## config.mk

```make
export PLATFORM = sky130hd
export DESIGN_NAME = regsel_sequencer
export DESIGN_NICKNAME = d
export VERILOG_FILES = /design/src/rtl/regsel_sequencer.sv
export SDC_FILE = /design/constraint.sdc
export NUM_CORES = 1
export LEC_CHECK = 0
export CAP_MARGIN = 0
export CORE_MARGIN = 2
export CORE_UTILIZATION = 30
export CTS_BUF_LIST = sky130_fd_sc_hd__clkbuf_16
export DETAILED_ROUTE_END_ITERATION = 8
export PLACE_DENSITY = 0.58
export SLEW_MARGIN = 20
export SYNTH_ARGS = -nofsm -noshare
export SYNTH_HDL_FRONTEND = slang
export SYNTH_SLANG_ARGS = --single-unit
```

## constraint.sdc

```tcl
create_clock -name eclk -period 1.6 [get_ports eclk]
set_clock_uncertainty 0.15 [all_clocks]
set_input_delay 0.4 -clock eclk [delete_from_list [all_inputs] [get_ports eclk]]
set_output_delay 0.4 -clock eclk [all_outputs]
set_load 0.05 [all_outputs]
```

## src/rtl/regsel_sequencer.sv

```systemverilog
// Register-select sequencer: maps a logical register code onto a one-hot physical
// select and runs a fixed four-state access cycle, tracking AF/main/DE-HL bank state.
module regsel_sequencer (
    input  logic        eclk,
    input  logic        erst,
    input  logic        req,
    input  logic        we,
    input  logic [3:0]  code,
    input  logic        join_i,
    input  logic        ex_af,
    input  logic        exx,
    input  logic        ex_dehl,
    output logic [13:0] regsel,
    output logic        pc_wr,
    output logic        reg_wr,
    output logic        r_p,
    output logic        ack,
    output logic        err,
    output logic        bank_af,
    output logic        bank_main,
    output logic [1:0]  swap
);

    localparam logic [1:0] ST_IDLE   = 2'd0;
    localparam logic [1:0] ST_SELECT = 2'd1;
    localparam logic [1:0] ST_ACCESS = 2'd2;
    localparam logic [1:0] ST_DONE   = 2'd3;

    localparam logic [13:0] SEL_HL1 = 14'h0040;
    localparam logic [13:0] SEL_HL0 = 14'h0080;
    localparam logic [13:0] SEL_DE1 = 14'h0100;
    localparam logic [13:0] SEL_DE0 = 14'h0200;
    localparam logic [13:0] SEL_BC1 = 14'h0400;
    localparam logic [13:0] SEL_BC0 = 14'h0800;
    localparam logic [13:0] SEL_AF1 = 14'h1000;
    localparam logic [13:0] SEL_AF0 = 14'h2000;

    logic [1:0]  state_q, state_d;
    logic [13:0] sel_q, sel_d;
    logic        join_q, join_d;
    logic        wr_q, wr_d;
    logic        left_q, left_d;
    logic        inv_q, inv_d;
    logic        bank_af_q, bank_af_d;
    logic        bank_main_q, bank_main_d;
    logic [1:0]  swap_q, swap_d;

    logic [13:0] sel_map;
    logic        left_map;
    logic        inv_map;
    logic        cur_swap;
    logic        active;

    assign cur_swap = swap_q[bank_main_q];

    // Mapping uses the bank state as it stands before any exchange pulse of this cycle.
    always_comb begin
        sel_map  = '0;
        left_map = 1'b0;
        inv_map  = 1'b0;
        case (code)
            4'd0, 4'd1:                   begin sel_map = 14'd1 << code; left_map = 1'b1; end
            4'd2, 4'd3, 4'd4, 4'd5:       sel_map = 14'd1 << code;
            4'd6: sel_map = cur_swap ? (bank_main_q ? SEL_DE1 : SEL_DE0)
                                     : (bank_main_q ? SEL_HL1 : SEL_HL0);
            4'd7: sel_map = cur_swap ? (bank_main_q ? SEL_HL1 : SEL_HL0)
                                     : (bank_main_q ? SEL_DE1 : SEL_DE0);
            4'd8: sel_map = bank_main_q ? SEL_BC1 : SEL_BC0;
            4'd9: sel_map = bank_af_q ? SEL_AF1 : SEL_AF0;
            default: inv_map = 1'b1;
        endcase
    end

    always_comb begin
        state_d = state_q;
        sel_d   = sel_q;
        join_d  = join_q;
        wr_d    = wr_q;
        left_d  = left_q;
        inv_d   = inv_q;
        case (state_q)
            ST_IDLE: begin
                if (req) begin
                    state_d = ST_SELECT;
                    sel_d   = sel_map;
                    join_d  = join_i;
                    wr_d    = we;
                    left_d  = left_map;
                    inv_d   = inv_map;
                end
            end
            ST_SELECT: state_d = ST_ACCESS;
            ST_ACCESS: state_d = ST_DONE;
            default:   state_d = ST_IDLE;
        endcase
    end

    assign bank_af_d   = bank_af_q ^ ex_af;
    assign bank_main_d = bank_main_q ^ exx;

    // ex_dehl targets the bank selected before a simultaneous exx takes effect.
    generate
        for (genvar gi = 0; gi < 2; gi++) begin : g_swap
            assign swap_d[gi] = swap_q[gi] ^ (ex_dehl & (bank_main_q == 1'(gi)));
        end
    endgenerate

    always_ff @(posedge eclk) begin
        if (erst) begin
            state_q     <= ST_IDLE;
            sel_q       <= '0;
            join_q      <= 1'b0;
            wr_q        <= 1'b0;
            left_q      <= 1'b0;
            inv_q       <= 1'b0;
            bank_af_q   <= 1'b0;
            bank_main_q <= 1'b0;
            swap_q      <= 2'b00;
        end else begin
            state_q     <= state_d;
            sel_q       <= sel_d;
            join_q      <= join_d;
            wr_q        <= wr_d;
            left_q      <= left_d;
            inv_q       <= inv_d;
            bank_af_q   <= bank_af_d;
            bank_main_q <= bank_main_d;
            swap_q      <= swap_d;
        end
    end

    assign active    = (state_q == ST_SELECT) || (state_q == ST_ACCESS);
    assign regsel    = active ? sel_q : '0;
    assign r_p       = active & join_q;
    assign pc_wr     = (state_q == ST_ACCESS) & wr_q & left_q;
    assign reg_wr    = (state_q == ST_ACCESS) & wr_q & ~left_q & ~inv_q;
    assign ack       = (state_q == ST_DONE);
    assign err       = (state_q == ST_DONE) & inv_q;
    assign bank_af   = bank_af_q;
    assign bank_main = bank_main_q;
    assign swap      = swap_q;

endmodule
```

==> results by group, run 1 <==
Die
  – Chip width: 65.2 µm
  – # IOs: 35
  – Die H: 65.2 µm
  – Core ar.: roughly 3600 µm²
  – Die ar.: ~4300 µm²
  – Number of cell rows: 22
  – Initial core utilization: 0.310

Synthesis
  – Dominant cells by area after synthesis: dfxtp_1 (43%), and2_1 (9.5%), nor2_1 (5.0%)
  – Most area-hungry cell type in the Yosys netlist: dfxtp_1
  – Synth top area share: 0.427
  – Synth Cell Area: ~1100 µm²
  – Post-synth net total: ~150
  – Synth Area per Inst: 8.65 µm²
  – Number of synthesized register bits: 24
  – Post-synthesis cell count: 130
  – Seq/Total Area, Yosys: 0.427
  – Number of synthesis warnings: 0
  – Unique cell type count in the Yosys netlist: 32

Setup path
  – CP arrival: 1.34 ns
  – Req. time, crit path: 1.05 ns
  – Slowest-stage cell, CP: dfxtp_2
  – Crit-path cells: inv_2, ha_4, buf_6, and2_4, buf_12
  – Critical Path End: regsel[4]
  – Reg2reg setup slack: 0.26 ns
  – Max Fanout on Critical Path: 8
  – Crit end category: primary output
  – R2r worst-path depth: 5
  – Startpoint Class: register
  – Launch point of the worst path: state_q[0]
  – Critical path type: register to primary output
  – R2r endpoint: sel_q[13]
  – Reg2reg start: state_q[0]
  – CP peak stage delay: 0.33 ns

Detailed routing
  – Drt first pass iters: 4
  – Final WL: around 2.8 mm
  – Antenna-violating nets left: 0
  – Residual DRC: 0
  – Via density per instance: around 4.8
  – Drt initial violations: 46
  – DR vias: 1072
  – Wire length per cell: 12.6 µm

STA
  – Hold Vio Cnt, Final: 0
  – Fmax: 0.529 GHz
  – Final min period: 1.89 ns
  – Post-route worst setup slack: -0.290 ns
  – Period utilization: 1.18
  – Setup_tns: -4.69 ns
  – Hold_ws: around 0.32 ns
  – Max Transition Viols Final: 0
  – Max-slew headroom: 0.780
  – Unrepaired setup endpoints after global routing: yes
  – Worst-Margin Slew: 0.328 ns
  – Setup-failing EPs final: 19

Clocking
  – CTS sink cnt: 24
  – Cts bufs inserted: 3
  – TritonCTS clock tree: yes
  – H-tree levels: 1
  – Worst-Skew Late Latency: 0.25 ns
  – Worst-path clk slew: 0.06 ns
  – Clock root cell: clkbuf_16
  – Clock Tree Buf Depth: 2

Layout
  – Most common cell after layout, fill and taps aside: buf_12
  – Utilization after layout: 0.557
  – Layout Area Growth over Synthesis: 80.0%
  – Final #Nets: 194
  – ANT cells: 0
  – Commonest non-fill, non-tap cells in the layout: buf_12 (24), dfxtp_1 (22), and2_4 (16), nor2_1 (15)
  – Layout cell share with drive strength beyond 1: 0.418
  – Non-filler cells, final: 225
  – Filler cell count: about 330
  – Design Area, Final: around 2000 µm²

Worst hold path
  – Hold WC Path Type: register to register
  – Hold_sp: join_q

Power
  – Maximum VDD drop: 0.000517 V
  – Pwr dens: ~1200 nW/µm²
  – Pleak: 0.804 nW
  – Pwr Total: 2.38 mW

Placed design
  – Placed insts: 218
  – Pre-CTS WS: -0.223 ns
  – Placed Instance Area: 1880 µm²
  – IO Port Bufs: 34
  – Half-perimeter wire length after placement: 2.16 mm
  – Global placement routability congestion: 0.714

Global route
  – Largest net degree at the start of global routing: 19
  – Vias in the first global route: approximately 1000
  – Global-route wire length before repair: 4.62 mm
  – Global route total overflow: 0
  – GRT Util Overall: 0.140
  – Antenna violations before repair: 0

Outcome
  – Status: finished with violations
  – Failing checks: negative setup slack

Run
  – Maxcap violations: 0
==> area by class of cell <==
type / instances / area [µm²] / area share
Inverter: 4 / 15.0 / 0.00742
Tap cell: 48 / 60.1 / 0.0297
Clock buffer: 3 / 75.1 / 0.0371
Sequential cell: 24 / 483 / 0.239
Multi-Input combinational cell: 96 / 681 / 0.336
Timing Repair Buffer: 50 / 711 / 0.351
==> sequential cells by signal, summed over array words and instances (netlist names) <==
name	cells
bank_af	1
join_q	1
sel_q	14
bank_main	1
left_q	1
swap	2
inv_q	1
wr_q	1
state_q	2
==> cells by family after synthesis <==
family / count (synthesis) / share of synthesized area
adders and majority gates: 3 / 0.0334
muxes: 1 / 0.00890
xor gates and xnor gates: 6 / 0.0467
AOI/OAI and AO/OA: 19 / 0.131
and+or+nand+nor: 67 / 0.311
buffers and inverters: 10 / 0.0411
DFF: 24 / 0.427
==> Yosys cell counts, drive strengths merged <==
cell / n
nor3: 2
nand4: 2
a32oi: 4
a211oi: 1
and2b: 1
dfxtp: 24
buf: 3
xnor2: 4
and3b: 1
nand4b: 2
inv: 4
or2b: 1
o31ai: 4
nor2: 15
nor2b: 1
xor2: 2
nand2: 14
and2: 17
and3: 2
mux2i: 1
o21ai: 4
nand3: 8
ha: 3
a22oi: 2
clkbuf: 3
a21oi: 4
nand3b: 1
==> routing by layer <==
| layer | GRT usage | wire (µm) | vias to the layer above |
|---|---|---|---|
| li1 | - | - | 537 |
| met1 | 0.164 | 1210 | 511 |
| met2 | 0.253 | 1510 | 22 |
| met3 | 0.0120 | 79 | 2 |
| met4 | 0.0755 | 27 | 0 |
| met5 | 0 | 0 | - |
==> worst max-delay path: cells and delay by family, from the launching register on <==
kind                     cells  cell delay, ns
buffers and inverters        3            0.31
AND/OR/NAND/NOR              1            0.15
adder cells (fa/ha/maj)      1            0.29
flip-flops                   1            0.33
==> power breakdown <==
part,total [mW],internal [mW],switching (mW),leakage [nW]
clock,0.520,0.330,0.191,0.0370
sequential,0.722,0.664,0.0576,0.196
combinational,1.14,0.568,0.570,0.571
==> worst min-delay path by stage <==
stage	to	slack, ns	cells past startpoint
2_1_floorplan	join_q	0.28	2
4_1_cts	join_q	0.32	2
5_1_grt	join_q	0.33	2
3_3_place_gp	join_q	0.29	2
3_5_place_dp	join_q	0.30	2
6_report	join_q	0.32	2
==> repair_timing <==
item,CTS,global route
buffers inserted,4,0
pin swaps,5,1
resized for setup,12,1
hold buffers,0,0
setup endpoints to repair,19,23
Power figures use the tool's default switching activity.
==> run 2, diff against run 1 <==
--- a/config.mk
+++ b/config.mk
@@ -6,11 +6,13 @@
 export NUM_CORES = 1
 export LEC_CHECK = 0
 export CAP_MARGIN = 0
+export CELL_PAD_IN_SITES_DETAIL_PLACEMENT = 0
+export CELL_PAD_IN_SITES_GLOBAL_PLACEMENT = 2
 export CORE_MARGIN = 2
-export CORE_UTILIZATION = 30
+export CORE_UTILIZATION = 23
 export CTS_BUF_LIST = sky130_fd_sc_hd__clkbuf_16
 export DETAILED_ROUTE_END_ITERATION = 8
-export PLACE_DENSITY = 0.58
+export PLACE_DENSITY = 0.73
 export SLEW_MARGIN = 20
 export SYNTH_ARGS = -nofsm -noshare
 export SYNTH_HDL_FRONTEND = slang
==> run 2 against run 1 <==
First-iteration DRC count decreased by 8.7%; routed wire length increased by 0.92%; critical path type unchanged; clock power grew 35%; sequential power about the same; non-clock buffer count fell by 4; final cell count increased by 7.1%; count of clock-buffer cells in the layout did not move; the run still ends with negative setup slack left.
==> results by group, run 2 (synthesized netlist as in run 1, its figures left out) <==
Detailed routing
  – Antenna-violating nets left: 0 (unchanged)
  – Drt initial violations: 42 (was 46)
  – Drt first pass iters: 5 (was 4)
  – DR vias: 1026 (was 1072)
  – Wire length per cell: 11.9 µm (was 12.6 µm)
  – Residual DRC: 0 (unchanged)
  – Final WL: 2.86 mm (was 2.83 mm)
  – Via density per instance: 4.26 (was 4.76)

Clocking
  – Worst-path clk slew: 0.06 ns (about the same)
  – Clock root cell: clkbuf_16 (unchanged)
  – Clock Tree Buf Depth: 2 (unchanged)
  – Worst-Skew Late Latency: 0.25 ns (about the same)
  – CTS sink cnt: 24 (unchanged)
  – TritonCTS clock tree: yes (unchanged)
  – H-tree levels: 1 (unchanged)
  – Hold buffers post-CTS: 0 (unchanged)
  – Cts bufs inserted: 3 (unchanged)

Die
  – Die ar.: 5470 µm² (was 4250 µm²)
  – # IOs: 35 (unchanged)
  – Die H: 73.9 µm (was 65.2 µm)
  – Initial core utilization: 0.238 (was 0.310)
  – Chip width: 73.9 µm (was 65.2 µm)
  – Core ar.: 4720 µm² (was 3630 µm²)
  – Number of cell rows: 25 (was 22)

Power
  – Maximum VDD drop: 0.000663 V (was 0.000517 V)
  – Pwr dens: 1220 nW/µm² (was 1180 nW/µm²)
  – Pwr Total: 2.49 mW (was 2.38 mW)
  – Pleak: 0.805 nW (was 0.804 nW)

Global route
  – Global-route wire length before repair: 4.82 mm (was 4.62 mm)
  – GRT Util Overall: 0.112 (was 0.140)
  – Global route total overflow: 0 (unchanged)
  – Vias in the first global route: 1026 (was 1035)
  – Largest net degree at the start of global routing: 19 (unchanged)
  – Antenna violations before repair: 0 (unchanged)

Layout
  – Final #Nets: 190 (was 194)
  – Non-filler cells, final: 241 (was 225)
  – ANT cells: 0 (unchanged)
  – Biggest register: sel_q (unchanged)
  – Max reg flops: 14 (unchanged)
  – Layout cell share with drive strength beyond 1: 0.414 (was 0.418)
  – Commonest non-fill, non-tap cells in the layout: buf_12 (24), dfxtp_1 (21), and2_4 (16), nor2_1 (15), nand2_1 (13) (was buf_12 (24), dfxtp_1 (22), and2_4 (16), nor2_1 (15))
  – Layout Area Growth over Synthesis: 81.2% (was 80.0%)
  – Utilization after layout: 0.432 (was 0.557)
  – Most common cell after layout, fill and taps aside: buf_12 (unchanged)

STA
  – Max-slew headroom: 0.769 (was 0.780)
  – Post-route worst setup slack: -0.262 ns (was -0.290 ns)
  – Max Transition Viols Final: 0 (unchanged)
  – Period utilization: 1.16 (was 1.18)
  – Hold Vio Cnt, Final: 0 (unchanged)
  – Setup-failing EPs final: 18 (was 19)
  – Setup_tns: -4.41 ns (was -4.69 ns)
  – Worst-Margin Slew: 0.346 ns (was 0.328 ns)
  – Hold_ws: 0.320 ns (was 0.317 ns)
  – Unrepaired setup endpoints after global routing: yes (unchanged)
  – Fmax: 0.537 GHz (was 0.529 GHz)
  – Final min period: 1.86 ns (was 1.89 ns)

Setup path
  – Req. time, crit path: 1.05 ns (about the same)
  – Slowest-stage cell, CP: dfxtp_2 (unchanged)
  – Crit-path cells: inv_2, ha_4, buf_6, and2_4, buf_12 (unchanged)
  – CP peak stage delay: 0.33 ns (about the same)
  – Crit end category: primary output (unchanged)
  – Max Fanout on Critical Path: 8 (unchanged)
  – Critical path type: register to primary output (unchanged)
  – Startpoint Class: register (unchanged)
  – CP arrival: 1.31 ns (was 1.34 ns)

Placed design
  – Half-perimeter wire length after placement: 2.20 mm (was 2.16 mm)
  – IO Port Bufs: 34 (unchanged)
  – Global placement routability congestion: 0.809 (was 0.714)
  – Placed insts: 235 (was 218)

Outcome
  – Failing checks: negative setup slack (unchanged)
  – Status: finished with violations (unchanged)

Worst hold path
  – Hold WC Path Type: register to register (unchanged)

Run
  – Maxcap violations: 0 (unchanged)
## run 2: cell types whose count changed in the layout (fill, tap and decap cells not counted), sizes merged
| cell | previous run | this run |
|---|---|---|
| buf | 39 | 35 |
| dlymetal6s2s | 0 | 1 |
| bufinv | 0 | 1 |
| clkdlybuf4s50 | 11 | 10 |
## run 2: through the flow
step	worst slack (ns)	area [µm²]
after detailed placement	-0.241	1880
after floorplan	-0.00346	1200
after global placement	-0.203	1880
final	-0.262	2040
after CTS	-0.272	2030
after global routing	-0.313	2040
## run 2: final cells by class
type | instances | area [µm²]
fill | 457 | 2690
timing repair buffer | 46 | 679
multi-input combinational | 96 | 671
sequential | 24 | 484
tap | 67 | 83.8
clock buffer | 3 | 75.1
clock inverter | 1 | 30.0
inverter | 4 | 15.0
## run 2: critical path, delay by kind of cell, from the launching register on
kind                       cells  cell delay, ns
buffers and inverters          3            0.31
DFF                            1            0.33
and+or+nand+nor                1            0.15
adders and majority gates      1            0.28
## run 2: report_power, final
| group | internal (mW) | switching (mW) | total, mW |
|---|---|---|---|
| sequential | 0.664 | 0.0570 | 0.721 |
| clock | 0.497 | 0.205 | 0.702 |
| combinational | 0.520 | 0.548 | 1.07 |
| total | 1.68 | 0.810 | 2.49 |
## run 2: what timing repair did
action | 4_1_cts | 5_1_grt
buffers inserted | 2 | 0
pin swaps | 4 | 1
hold endpoints to repair | 0 | 0
gates resized for setup | 10 | 3
setup endpoints to repair | 19 | 36
## run 2: final timing paths
| kind | startpoint | to | slack [ns] | cells after the start |
|---|---|---|---|---|
| worst max register to register | state_q[0] | sel_q[1] | 0.26 | 5 |
| worst min register to register | join_q | join_q | 0.32 | 2 |
| worst max-delay path | state_q[0] | regsel[12] | -0.26 | 5 |
| worst min-delay path | join_q | join_q | 0.32 | 2 |
## run 2: per-layer routing
metal / GRT usage / up-vias / wire length (µm)
met5: 0 / - / 0
met4: 0.0424 / 0 / 34
met3: 0.0163 / 2 / 60
met2: 0.192 / 16 / 1460
met1: 0.143 / 475 / 1310
li1: - / 533 / -
